==> config.mk <==
export PLATFORM = sky130hd
export DESIGN_NAME = flash_cmd_sequencer
export DESIGN_NICKNAME = d
export VERILOG_FILES = /design/src/rtl/flash_cmd_sequencer.sv
export SDC_FILE = /design/constraint.sdc
export NUM_CORES = 1
export LEC_CHECK = 0
export CAP_MARGIN = 20
export CORE_ASPECT_RATIO = 1.2
export CORE_MARGIN = 2
export CORE_UTILIZATION = 35
export CTS_BUF_LIST = sky130_fd_sc_hd__clkbuf_4 sky130_fd_sc_hd__clkbuf_8 sky130_fd_sc_hd__clkbuf_16
export DETAILED_ROUTE_END_ITERATION = 16
export PLACE_DENSITY = 0.62
export SYNTH_ARGS = -nofsm -noshare
export SYNTH_HDL_FRONTEND = slang
export SYNTH_SLANG_ARGS = --single-unit
==> constraint.sdc <==
create_clock -name m2 -period 4.52 [get_ports m2]
set_input_delay 1.356 -clock m2 [delete_from_list [all_inputs] [get_ports m2]]
set_output_delay 1.356 -clock m2 [all_outputs]
set_load 0.05 [all_outputs]
==> src/rtl/flash_cmd_sequencer.sv <==
// JEDEC command sequencer in front of the PRG flash write-enable gate.
// Passes only well-formed unlock/program/erase/autoselect writes and times the busy window.
module flash_cmd_sequencer #(
    parameter int unsigned PROG_CYCLES  = 64,
    parameter int unsigned ERASE_CYCLES = 24'd4000000,
    parameter int unsigned CNT_W        = 24
) (
    input  logic        m2,
    input  logic        rst_n,
    input  logic        cpu_wr_strobe,
    input  logic [11:0] cpu_addr,
    input  logic [7:0]  cpu_data,
    input  logic        prg_write_enabled,
    input  logic        clear_error,
    output logic        we_allow,
    output logic        busy,
    output logic [3:0]  seq_state,
    output logic        cmd_error
);

    typedef enum logic [3:0] {
        S_IDLE    = 4'd0,
        S_U1      = 4'd1,
        S_U2      = 4'd2,
        S_PROG    = 4'd3,
        S_E_SETUP = 4'd4,
        S_E_U1    = 4'd5,
        S_E_U2    = 4'd6,
        S_BUSY    = 4'd7,
        S_AUTOSEL = 4'd8
    } state_t;

    // Counter is loaded with N-1 so busy stays high for exactly N cycles.
    localparam logic [CNT_W-1:0] PROG_LOAD  = CNT_W'(PROG_CYCLES - 1);
    localparam logic [CNT_W-1:0] ERASE_LOAD = CNT_W'(ERASE_CYCLES - 1);

    state_t             r_state;
    logic [CNT_W-1:0]   r_cnt;
    logic               r_busy;
    logic               r_err;

    state_t             w_next;
    logic [CNT_W-1:0]   w_cnt_next;
    logic               w_allow;
    logic               w_hit;
    logic               w_err_event;
    logic               w_at_aaa;
    logic               w_at_555;

    assign w_at_aaa = (cpu_addr == 12'hAAA);
    assign w_at_555 = (cpu_addr == 12'h555);

    always_comb begin
        w_next      = r_state;
        w_cnt_next  = r_cnt;
        w_allow     = 1'b0;
        w_hit       = 1'b0;
        w_err_event = 1'b0;
        if (r_state == S_BUSY) begin
            // Countdown runs regardless of the write-enable bit.
            if (r_cnt == '0) begin
                w_next = S_IDLE;
            end else begin
                w_cnt_next = r_cnt - 1'b1;
            end
            if (cpu_wr_strobe && prg_write_enabled) begin
                w_err_event = 1'b1;
            end
        end else if (!prg_write_enabled) begin
            w_next = S_IDLE;
        end else if (cpu_wr_strobe) begin
            case (r_state)
                S_IDLE: begin
                    if (w_at_aaa && cpu_data == 8'hAA) begin
                        w_hit  = 1'b1;
                        w_next = S_U1;
                    end
                end
                S_U1: begin
                    if (w_at_555 && cpu_data == 8'h55) begin
                        w_hit  = 1'b1;
                        w_next = S_U2;
                    end
                end
                S_U2: begin
                    if (w_at_aaa && cpu_data == 8'hA0) begin
                        w_hit  = 1'b1;
                        w_next = S_PROG;
                    end else if (w_at_aaa && cpu_data == 8'h80) begin
                        w_hit  = 1'b1;
                        w_next = S_E_SETUP;
                    end else if (w_at_aaa && cpu_data == 8'h90) begin
                        w_hit  = 1'b1;
                        w_next = S_AUTOSEL;
                    end
                end
                S_PROG: begin
                    // The program data itself may be any byte, F0 included.
                    w_hit      = 1'b1;
                    w_next     = S_BUSY;
                    w_cnt_next = PROG_LOAD;
                end
                S_E_SETUP: begin
                    if (w_at_aaa && cpu_data == 8'hAA) begin
                        w_hit  = 1'b1;
                        w_next = S_E_U1;
                    end
                end
                S_E_U1: begin
                    if (w_at_555 && cpu_data == 8'h55) begin
                        w_hit  = 1'b1;
                        w_next = S_E_U2;
                    end
                end
                S_E_U2: begin
                    if (cpu_data == 8'h30 || (w_at_aaa && cpu_data == 8'h10)) begin
                        w_hit      = 1'b1;
                        w_next     = S_BUSY;
                        w_cnt_next = ERASE_LOAD;
                    end
                end
                default: begin
                end
            endcase

            if (w_hit) begin
                w_allow = 1'b1;
            end else if (cpu_data == 8'hF0) begin
                w_allow = 1'b1;
                w_next  = S_IDLE;
            end else if (r_state != S_AUTOSEL) begin
                w_next      = S_IDLE;
                w_err_event = 1'b1;
            end
        end
    end

    always_ff @(posedge m2 or negedge rst_n) begin
        if (!rst_n) begin
            r_state <= S_IDLE;
            r_cnt   <= '0;
            r_busy  <= 1'b0;
            r_err   <= 1'b0;
        end else begin
            r_state <= w_next;
            r_cnt   <= w_cnt_next;
            r_busy  <= (w_next == S_BUSY);
            r_err   <= w_err_event | (r_err & ~clear_error);
        end
    end

    // Gated by rst_n so an in-reset strobe can never reach the flash.
    assign we_allow  = w_allow & rst_n;
    assign busy      = r_busy;
    assign seq_state = r_state;
    assign cmd_error = r_err;

endmodule
---- Word level (Yosys, flattened, before mapping) ----
Cells that the tools add are included.
operators by class
  add/sub/neg operators ................... 1
  mux-type cells .......................... 44
  equal/unequal tests ..................... 21
  divide/modulo/power cells ............... 0
  magnitude comparators ................... 0
  multiply operators ...................... 0
  reductions and logical operators ........ 16
  bitwise logic cells ..................... 4
  shift-type cells ........................ 0
operator list
  kind                   number
  $mux 24                5
  $mux 4                 15
  $pmux 24 s2            1
  $eq 8x8->1 const B     5
  $pmux 4 s7             1
  $logic_not 24->1       1
  $sub 24x1->24 const B  1
  $mux 1                 21
  $eq 4x3->1 const B     5
  $eq 12x11->1 const B   1
  $eq 12x12->1 const B   1
  $eq 4x2->1 const B     2
  $eq 8x5->1 const B     1
  $eq 8x6->1 const B     1
  $eq 8x7->1 const B     1
  $logic_and 1x1->1      7
  $pmux 1 s5             1
  $reduce_and 5->1       1
  $eq 4x1->1 const B     1
  $logic_not 4->1        1
  $ne 4x4->1 const B     1
  $reduce_bool 2->1      2
  $reduce_or 2->1        2
  $ne 3x3->1 const B     1
  6 further kinds        7
storage, ports and cells
  memory bits (read-only) ................. 0
  register bits after elaboration ......... 30
  memories kept ........................... 0
  output and inout bits ................... 7
  bits in latches ......................... 0
  RAM bits ................................ 0
  logic and storage cells ................. 90

---- Longest topological paths before layout ----
  depth after elaboration ................. 14
  depth in mapped cells ................... 12
  gate-level depth less buffers ........... 10

---- Worst setup path before layout ----
No wires, ideal clock.
  kind .................................... input to output
  from .................................... input port cpu_data[0]
  to ...................................... output port we_allow
  arrival ................................. 4285 ps
  slack ................................... -1121 ps
  required time ........................... 3164 ps
  buffers on the path ..................... 0
  stages .................................. 6
  cell sequence ........................... or4_1 > or4_1 > a22oi_2 > or3_1 > nor2_1 > nor4b_1
on the way
  word-level cells in the longest chain between the ends .. 14
RTL lines
  what                RTL line  text
  start: declaration  12        input logic [7:0] cpu_data,
  $eq 8x8->1          92        end else if (w_at_aaa && cpu_data == 8'h90) begin
  $logic_and 1x1->1   92
  $mux 1              92
  $mux 1              89        end else if (w_at_aaa && cpu_data == 8'h80) begin
  $mux 1              86        if (w_at_aaa && cpu_data == 8'hA0) begin
  $pmux 1 s5          72        case (r_state)
  $mux 1              71        end else if (cpu_wr_strobe) begin
  $mux 1              69        end else if (!prg_write_enabled) begin
  $mux 1              59        if (r_state == S_BUSY) begin
  $mux 1 (*)          126       if (w_hit) begin
  $mux 1 (*)          71
  $mux 1 (*)          69
  $mux 1 (*)          59
  $and 1x1->1 (*)     153       assign we_allow = w_allow & rst_n;
  end: declaration    15        output logic we_allow,
Every way passes the cells marked *; elsewhere a longest branch is shown, timed or not. The select of a mux whose other input is x is not followed.

---- Worst setup path after layout ----
Same ends and word-level chain as after synthesis.

==> results.ini <==
[sta]
clock.fmax_mhz=216.3
maxSlewViolCount=0
finalSetupViolCount=1
fin_crit_ns=4.623
setup_tns_ns=-0.1028
max_slew.worst_pin.slew_ns=0.7016
period_share=1.023
clock-skew-final_ns=0.004728
hold_viol_final=0
rsz0062_at_grt=yes
setup_slack_ns=-0.1028
maxSlewHeadroom=0.5322

[final_layout]
antenna_cells=0
syn_to_final_growth_pct=47.07
fill_cells=505
post-route-util=0.5250
final_nets=346
drive_gt1_frac=0.2399

[min_path]
hp-start=r_cnt[13]$_DFFE_PN0P_
hold_end=r_cnt[13]$_DFFE_PN0P_
hold_depth=1
min_path_type=flop to flop

[setup_path]
worstSetupPathType=primary input to output port
crit_fanout=3
cp.arrival_ns=3.27
r2r_setup_slack_ns=1.08
crit_family=simple AND/OR/NAND/NOR gates
critPathMaxStageDelay_ns=0.47
cp-end-kind=output port
worst_path_most_repeated_cell=or4_4
worst_ep_required_time_ns=3.16
cp_cell_sequence=buf_8, or4_4, or4_4, a22oi_2, or3_4, nor2_4, nor4b_4, buf_12
slowest_stage=or4_4
path_buf_inv=2
r2r_cells=12
timing.rr.end=r_cnt[17]$_DFFE_PN0P_
start_kind=primary input
r2r_start=seq_state[1]$_DFF_PN0_

[floorplan]
core-area_um2=5555
ioPinCount=32
fp.dieW_um=72.72
die_y_um=86.46
rows=30
initial_core_util=0.3570
dieArea_um2=6287

[synthesis]
synth.area.top_cells=dfrtp_1, nor2_1, o21ai_0
ys_seq_elements=30
synth_edf_count=0
synth_cells=248
synth_area_um2=1983
muxShareOfSynthArea=0
synth-seq-area-share=0.3785
yosys_warnings=0
yosys.area_share.simple=0.3325
synthXorXnorAreaFrac=0
synthMostInstantiatedCell=nor2_1
synth_top_family_by_area=simple AND/OR/NAND/NOR gates
ys_types=43
avgSynthCellArea_um2=7.997
synth_top_cell_area_share=0.3785
synth-async-reset-ratio=1.000
yosys.area.top_type=dfrtp_1
synth-compound-area-share=0.2372
synthAdderAreaFrac=0.006309
netlist_top_cells_count=nor2_1, dfrtp_1, o21ai_0
syn_nets=274
synth_top_flop_cell=dfrtp_1

[clock_network]
cts-root-buf=clkbuf_8
cts.sinks=30
cts.clk_slew.worst_paths_ns=0.06
clock_latency_ns=0.28
cts_tree=yes
htree_levels=2
clockBufferDepth=2
numCtsBuffers=5

[placed_design]
place.gp.congestion=0.8313
pre_cts_slack_ns=-0.4962
port_buffers=31
dp_hpwl_um=3620

[grt]
grt_pass1_vias=2023
grt_overflow=0
grt_max_degree=31
grt_pass1_wl_um=9246
grt_antenna_before_repair=0
gr-usage-all-layers=0.1800

[drt]
wl_per_cell_um=14.69
vias=2175
antenna_left=0
via_per_inst=5.649
routed_wl_um=5656
drc_errors=0
drtPass1Iterations=4
drtIter0Drc=147

[power_and_ir_drop]
power_mw=0.5626
p_leak_nw=1.258
peakVddDrop_mv=0.1934
power_density_nw_per_um2=192.9

[outcome]
outcome=complete, but fails checks
violations=setup timing

[flow_run]
cap_violations=0

[power by group]
group / internal [mW] / switching, mW
Sequential: 0.269 / 0.000334
Combinational: 0.0363 / 0.0260
Clock: 0.129 / 0.102
Total: 0.434 / 0.128
[cell families after synthesis]
family | Yosys count
AO/OA/AOI/OAI | 77
adder cells (fa/ha/maj) | 1
buffers and inverters | 22
flip-flops | 30
AND/OR/NAND/NOR | 118
[registers in the layout, indices dropped and copies added, names as in the netlist]
| name | count |
|---|---|
| busy | 1 |
| seq_state | 4 |
| cmd_error | 1 |
| r_cnt | 24 |
[layout by cell type (no fill, tap or decap), types with 3 or more instances in the layout]
cell	count
nor4_1	5
buf_6	3
a31oi_1	8
nand2_1	22
o21ai_1	10
nor3_1	11
buf_4	43
o22ai_1	4
a21o_1	3
nand3_1	7
nor4bb_2	3
nand4_1	4
o21a_1	5
a21oi_1	21
dlygate4sd2_1	4
o21ai_0	13
clkdlybuf4s50_1	20
dfrtp_1	30
nor2_1	30
o41ai_1	3
inv_1	8
clkbuf_8	6
[stage by stage]
| step | cells | hold WS, ns | area [um^2] |
|---|---|---|---|
| 2_1_floorplan | 248 | 0.4498 | 2011 |
| 3_3_place_gp | 353 | 0.4690 | 2527 |
| 3_5_place_dp | 353 | 0.4745 | 2527 |
| 6_report | 385 | 0.4786 | 2917 |
| 4_1_cts | 375 | 0.4836 | 2741 |
| 5_1_grt | 385 | 0.5066 | 2917 |
[final cells by class]
| type | count | area (um^2) | share of cell area |
|---|---|---|---|
| well taps | 64 | 80.08 | 0.02746 |
| clock inverters | 1 | 5.005 | 0.001716 |
| repair buffers | 78 | 711.9 | 0.2441 |
| clock buffers | 7 | 90.09 | 0.03089 |
| inverters | 9 | 33.78 | 0.01158 |
| multi-input cells | 196 | 1245 | 0.4269 |
| flip-flops and latches | 30 | 750.7 | 0.2574 |
[how the worst max path moves through the flow]
| stage | startpoint | end | slack (ns) | cells past startpoint |
|---|---|---|---|---|
| global route | cpu_addr[11] | we_allow | -0.21 | 8 |
| detailed placement | cpu_data[0] | we_allow | -0.50 | 8 |
| global placement | cpu_data[0] | we_allow | -0.48 | 8 |
| floorplan | cpu_data[0] | we_allow | -0.12 | 6 |
| CTS | cpu_data[2] | we_allow | -0.09 | 8 |
| finish | cpu_data[0] | we_allow | -0.10 | 8 |
[worst register-to-register path, stage by stage (launching register included)]
cell      delay [ns]
dfrtp_1         0.48
or4_4           0.57
or4_4           0.43
a22oi_2         0.22
or3_4           0.18
buf_4           0.10
buf_4           0.09
buf_4           0.09
o2111a_1        0.21
or4b_4          0.55
buf_6           0.17
o21ai_0         0.18
nand2_1         0.07
[what timing repair did]
action | 4_1_cts | 5_1_grt
pin swaps | 9 | 15
gates resized for setup | 19 | 31
hold buffers | 0 | 0
setup endpoints to repair | 1 | 22
setup buffers | 14 | 9
gates cloned | 0 | 1
[metal layers]
layer,track usage,up-vias,share of wire
met5,0,-,0
met4,0.03030,0,0.0051
met3,0.04302,5,0.050
met2,0.3033,55,0.48
met1,0.2376,1046,0.46
li1,-,1069,-
(Power assumes the default switching activity.)
